[config.mk]
export PLATFORM = sky130hd
export DESIGN_NAME = sync_fifo
export DESIGN_NICKNAME = d
export VERILOG_FILES = /design/src/rtl/sync_fifo_pkg.sv /design/src/rtl/sync_fifo_mem.sv /design/src/rtl/sync_fifo.sv
export SDC_FILE = /design/constraint.sdc
export NUM_CORES = 1
export LEC_CHECK = 0
export CORE_MARGIN = 2
export CORE_UTILIZATION = 60
export CTS_CLUSTER_DIAMETER = 40
export CTS_CLUSTER_SIZE = 30
export DETAILED_ROUTE_END_ITERATION = 8
export HOLD_SLACK_MARGIN = 0.06
export PLACE_DENSITY = 0.79
export SLEW_MARGIN = 20
export SYNTH_ARGS = -nofsm -noshare
export SYNTH_HDL_FRONTEND = slang
export SYNTH_SLANG_ARGS = --single-unit
[constraint.sdc]
create_clock -name clk -period 5.87 [get_ports clk]
set_input_delay 1.761 -clock clk [delete_from_list [all_inputs] [get_ports clk]]
set_output_delay 1.761 -clock clk [all_outputs]
set_load 0.05 [all_outputs]
[src/rtl/sync_fifo_pkg.sv]
// Shared parameter defaults and elaboration helpers for the show-ahead FIFO.
package sync_fifo_pkg;

  localparam int unsigned DEF_WIDTH = 8;
  localparam int unsigned DEF_DEPTH = 16;

  // Depth must be a power of two so the wrap-bit pointer scheme works.
  function automatic bit fifo_depth_ok(input int unsigned depth);
    return (depth >= 2) && ((depth & (depth - 1)) == 0);
  endfunction

endpackage

[src/rtl/sync_fifo_mem.sv]
// Storage array with synchronous write and asynchronous (show-ahead) read.
module sync_fifo_mem
  import sync_fifo_pkg::*;
#(
  parameter int unsigned WIDTH = DEF_WIDTH,
  parameter int unsigned DEPTH = DEF_DEPTH
) (
  input  logic                       clk_i,
  input  logic                       we_i,
  input  logic [$clog2(DEPTH)-1:0]   waddr_i,
  input  logic [WIDTH-1:0]           wdata_i,
  input  logic [$clog2(DEPTH)-1:0]   raddr_i,
  output logic [WIDTH-1:0]           rdata_o
);

  logic [WIDTH-1:0] mem_q [DEPTH];

  // Contents are deliberately not reset; occupancy is tracked by the pointers.
  always_ff @(posedge clk_i) begin
    if (we_i) begin
      mem_q[waddr_i] <= wdata_i;
    end
  end

  assign rdata_o = mem_q[raddr_i];

endmodule

[src/rtl/sync_fifo.sv]
// Single-clock first-word-fall-through FIFO; head word is always on rd_data
// while non-empty and rd_en pops it.
module sync_fifo
  import sync_fifo_pkg::*;
#(
  parameter int unsigned WIDTH = DEF_WIDTH,
  parameter int unsigned DEPTH = DEF_DEPTH
) (
  input  logic                         clk,
  input  logic                         reset,
  input  logic [WIDTH-1:0]             wr_data,
  input  logic                         wr_en,
  output logic                         full,
  output logic [WIDTH-1:0]             rd_data,
  input  logic                         rd_en,
  output logic                         empty,
  output logic [$clog2(DEPTH+1)-1:0]   count
);

  localparam int unsigned AW = $clog2(DEPTH);
  localparam int unsigned PW = AW + 1;
  localparam int unsigned CW = $clog2(DEPTH + 1);

  if (!fifo_depth_ok(DEPTH)) begin : g_bad_depth
    $fatal(1, "sync_fifo: DEPTH must be a power of two and at least 2");
  end

  logic [PW-1:0] wp_q, wp_d;
  logic [PW-1:0] rp_q, rp_d;
  logic          wr_accept_c;
  logic          rd_accept_c;

  // Gating uses the pre-edge flags, so an empty FIFO never bypasses write to read.
  assign wr_accept_c = wr_en & ~full;
  assign rd_accept_c = rd_en & ~empty;

  always_comb begin
    wp_d = wp_q;
    rp_d = rp_q;
    if (wr_accept_c) begin
      wp_d = wp_q + PW'(1);
    end
    if (rd_accept_c) begin
      rp_d = rp_q + PW'(1);
    end
  end

  always_ff @(posedge clk or posedge reset) begin
    if (reset) begin
      wp_q <= '0;
      rp_q <= '0;
    end else begin
      wp_q <= wp_d;
      rp_q <= rp_d;
    end
  end

  // Flags derive only from registered pointers; the MSB distinguishes full from empty.
  assign empty = (wp_q == rp_q);
  assign full  = (wp_q[AW-1:0] == rp_q[AW-1:0]) && (wp_q[AW] != rp_q[AW]);
  assign count = CW'(wp_q - rp_q);

  sync_fifo_mem #(
    .WIDTH (WIDTH),
    .DEPTH (DEPTH)
  ) u_mem (
    .clk_i   (clk),
    .we_i    (wr_accept_c),
    .waddr_i (wp_q[AW-1:0]),
    .wdata_i (wr_data),
    .raddr_i (rp_q[AW-1:0]),
    .rdata_o (rd_data)
  );

endmodule

==> Word level (Yosys, flattened, before mapping) <==
Memory sizes are Yosys's and may differ from the RTL's.
Cells that the tools add are included.
{ "word_totals": {"regBits": 10, "ramBits": 128, "out_inout_bits": 15, "mem_count": 1} }
{ "op_classes": {"n_addsub": 3, "n_eq_ne": 3, "mux": 2, "n_bitwise": 4, "n_reduce_logical": 1} }
{ "memory_table": {"columns": ["memory", "words", "width", "read_ports", "rd_clocked_by_memory_dff", "write_ports", "line_no", "text"], "rows": [
  ["u_mem.mem_q", 16, 8, 1, 0, 1, "sync_fifo_mem.sv:16", "logic [WIDTH-1:0] mem_q [DEPTH];"]
]} }
{ "ops": {"columns": ["op", "count"], "rows": [
  ["adder 5 x 1 -> 5 bit, second input constant", 2],
  ["equality test 5 bit", 1],
  ["subtractor 5 bit", 1],
  ["equality test 4 bit", 1],
  ["AND 1 bit", 2],
  ["2-to-1 mux 1 bit", 2],
  ["NOT 1 bit", 2],
  ["logical AND 1 bit", 1],
  ["inequality test 1 bit", 1]
]} }

==> Depth between registers and ports, before layout <==
{ "depth": {"ltp_word": 6, "ltp_mapped": 9} }

==> By module <==
From an unflattened synthesis, not the netlist that was laid out.
{ "hier_totals": {"hier_cells": 281, "hier_area_um2": 5607.9} }
{ "by_module_without_submodules": {"columns": ["module", "n_inst", "cells_each", "area_per_inst_um2", "seq_area_each_um2"], "rows": [
  ["sync_fifo_mem", 1, 221, 4987.3, 3843.7],
  ["sync_fifo", 1, 60, 620.6, 250.2]
]} }

==> Worst setup path after synthesis <==
No wires, ideal clock.
{ "synth_timing": {"kind": "reg2out", "from": "register rp_q[1]", "to": "output count[3]", "t_arrival_ns": 2.217, "slack_ns": 1.892, "stages_incl_launch_ff": 8, "n_path_buf": 2, "cell_sequence": "dfrtp_1 -> buf_2 -> clkbuf_1 -> inv_1 -> ha_1 -> a21o_1 -> a21oi_1 -> xnor2_1"} }
{ "synth_between": {"elab_chain_len": 1} }
{ "synth_rtl": {"columns": ["element", "line_no", "text"], "rows": [
  ["start, declared", "sync_fifo.sv:29", "logic [PW-1:0] rp_q, rp_d;"],
  ["start signal, assigned", "sync_fifo.sv:54", "rp_q <= rp_d;"],
  ["subtractor 5 bit", "sync_fifo.sv:61", "assign count = CW'(wp_q - rp_q);"],
  ["end, declared", "sync_fifo.sv:17", "output logic [$clog2(DEPTH+1)-1:0] count"]
]} }
No other way between the ends.

==> Worst setup path in the final report <==
{ "layout_timing": {"from": "register rp_q[0]", "to": "output rd_data[1]"} }
{ "layout_between": {"elab_chain_len": 1} }
{ "layout_rtl": {"columns": ["element", "line_no", "text"], "rows": [
  ["memory (16 x 8 bit)", null, null],
  ["end, declared", "sync_fifo.sv:14", "output logic [WIDTH-1:0] rd_data,"]
]} }
No other way between the ends.

==> results.cfg <==
[sta]
rsz0062_at_grt = no
slew_viol_final = 0
period_minus_slack_ps = 5150
worst_pin_slew_ps = 867
fin_skew_ps = 8.55
period_share_pct = 87.7
setup_violations = 0
setup_ws_ps = 720
max_freq_ghz = 0.194
slew_headroom_pct = 42.0
setup_tns_ps = 0
finalHoldViolCount = 0
whs_ps = 495

[drt]
postRouteAntennaNets = 0
totalWireLength_um = 10600
vias = 2832
routedWlPerCell_um = 22.4
firstDrtPassIters = 6
drt_iter0_markers = 265
via_per_inst = 5.97
route.detailed.drc = 0

[logic_synthesis]
syn_nets = 321
synth_top_family_by_area = multiplexers
synth-edff-count = 128
ys.flop_type = edfxtp_1
synthAdderAreaFrac_pct = 2.33
yosys.area_share.xor_xnor_pct = 1.85
synthTopCellsByArea = edfxtp_1, mux4_1, dfrtp_1
netlist_instances = 299
synthesis.area_mm2 = 0.00569
ys_types = 36
avgSynthCellArea_um2 = 19.0
synth_top_area_share_pct = 67.5
yosysMostFrequentCell = edfxtp_1
ys_ff_latch = 138
synthArstFlopShare_pct = 7.25
synth_compound_area_share_pct = 3.87
synth_top_area_cell = edfxtp_1
synth-simple-area-share_pct = 3.01
yosysWarnings = 0
yosysSeqAreaShare_pct = 71.9
yosys-top-cells-count = edfxtp_1, mux2i_1, mux4_1
synthMuxAreaShare_pct = 14.8

[power_and_ir_drop]
leakage_nw = 2.29
peakVddDrop_mv = 0.537
power_per_cell_area_mw_per_mm2 = 593

[floorplan]
core_mm2 = 0.00924
ioPinCount = 27
initial_core_util_pct = 61.6
dieArea_mm2 = 0.0103
num_rows = 35
die_height_um = 101
die_w_um = 101

[setup_path]
required_ps = 4110
setup.worst_path.start = rp_q[0]
slowest_delay_ps = 820
regToRegSetupSlack_ps = 2800
setup.worst_path.end_class = output pin
r2r_start = rp_q[3]
crit_type = flop to output pin
cp_data_arrival_time_ps = 3390
crit_fanout = 16
slowest_stage = dfrtp_1
path_cells = buf_4 -> mux4_1 -> mux2i_1 -> o21ai_1 -> clkdlybuf4s50_1
startpoint_type = flop

[cts]
clkSinkCount = 138
cts_max_path_buffers = 2
numCtsBuffers = 17
h-tree-depth = 4
clockRootBuffer = clkbuf_8
cts-resized-gates = 0
hold_buffers = 0
cts_setup_buffers = 0
tritoncts = yes
clk_latency_ps = 520
clkTransAtPathRegs_ps = 60

[grt]
antenna_found_initial = 0
grt_pass1_wl_um = 16300
grtUsageTotal_pct = 22.8
overflow = 0
grt_start_max_net_pins = 26
grt_pass1_vias = 2860

[cells_and_area]
antennaDiodeCount = 0
area_growth_pct = 16.9
drive_gt1_share_pct = 13.3
final_util_pct = 72.0
nets = 354
n_fill_cell = 571

[outcome]
status = completed

[placed_design]
port_buffers = 26
place_congestion = 0.831
dp_hpwl_um = 6770
dpl_worst_slack_ps = 1250

[job]
maxCapViolCount = 0

[hold_path]
hold_path.class = flop to flop
hp-start = wp_q[4]
## metrics by stage
step	total power [mW]	cell area, µm²	instances
floorplan	2.47	5690	299
global placement	2.85	6040	442
detailed placement	2.88	6050	442
CTS	3.96	6640	474
global route	4.10	6650	474
finish	3.95	6650	474
## cells in the final DEF (no fill, tap or decap), drive strengths merged, types with 9 or more instances in the layout
| cell type | synthesis | routed |
|---|---|---|
| ha | 9 | 9 |
| xnor2 | 10 | 10 |
| dfrtp | 10 | 10 |
| clkdlybuf4s50 | 0 | 26 |
| clkbuf | 7 | 18 |
| mux2i | 24 | 24 |
| inv | 9 | 9 |
| nor2 | 13 | 13 |
| o21ai | 10 | 10 |
| mux4 | 24 | 24 |
| edfxtp | 128 | 128 |
## sequential cells by signal, summed over array words and instances, names as in the netlist
| signal | cells |
|---|---|
| wp_q | 5 |
| u_mem.mem_q | 128 |
| rp_q | 5 |
## where the power goes
part	leakage (nW)	internal (mW)	total, mW	switching, mW
registers	1.27	1.20	1.34	0.137
clock network	0.285	0.683	1.07	0.384
logic	0.728	0.587	1.54	0.950
## critical path: cells and delay by family, from the launching register on
family | cells | cell delay, ps
compound gates | 1 | 100
mux | 2 | 820
flops | 1 | 820
buf+inv | 2 | 1130
## metal layers
| layer | GRT usage (%) | share of wire [%] | vias to the layer above |
|---|---|---|---|
| met5 | 0 | 0 | - |
| met1 | 31.4 | 43 | 1446 |
| met3 | 5.66 | 5.5 | 10 |
| met2 | 36.0 | 50 | 94 |
| met4 | 8.32 | 0.99 | 0 |
| li1 | - | - | 1282 |
## final cells by class
type | instances | area [µm²] | share of cell area (%)
tap | 129 | 161 | 2.43
clock inverter | 14 | 179 | 2.69
multi-input combinational | 138 | 1490 | 22.4
inverter | 9 | 33.8 | 0.508
timing repair buffer | 28 | 275 | 4.14
sequential | 138 | 4100 | 61.6
clock buffer | 18 | 418 | 6.28
## cell families after synthesis
group           Yosys count
compound gates           32
xor+xnor                 12
fa+ha+maj                10
buf+inv                  23
flops                   138
mux                      48
simple gates             36
## final timing paths
path,to,cells past startpoint
min in group asynchronous,wp_q[0],2
max in group asynchronous,rp_q[1],2
max reg2reg,u_mem.mem_q[11][4],6
max,rd_data[1],5
min,wp_q[4],1
min reg2reg,wp_q[4],1
(Power assumes the default switching activity.)
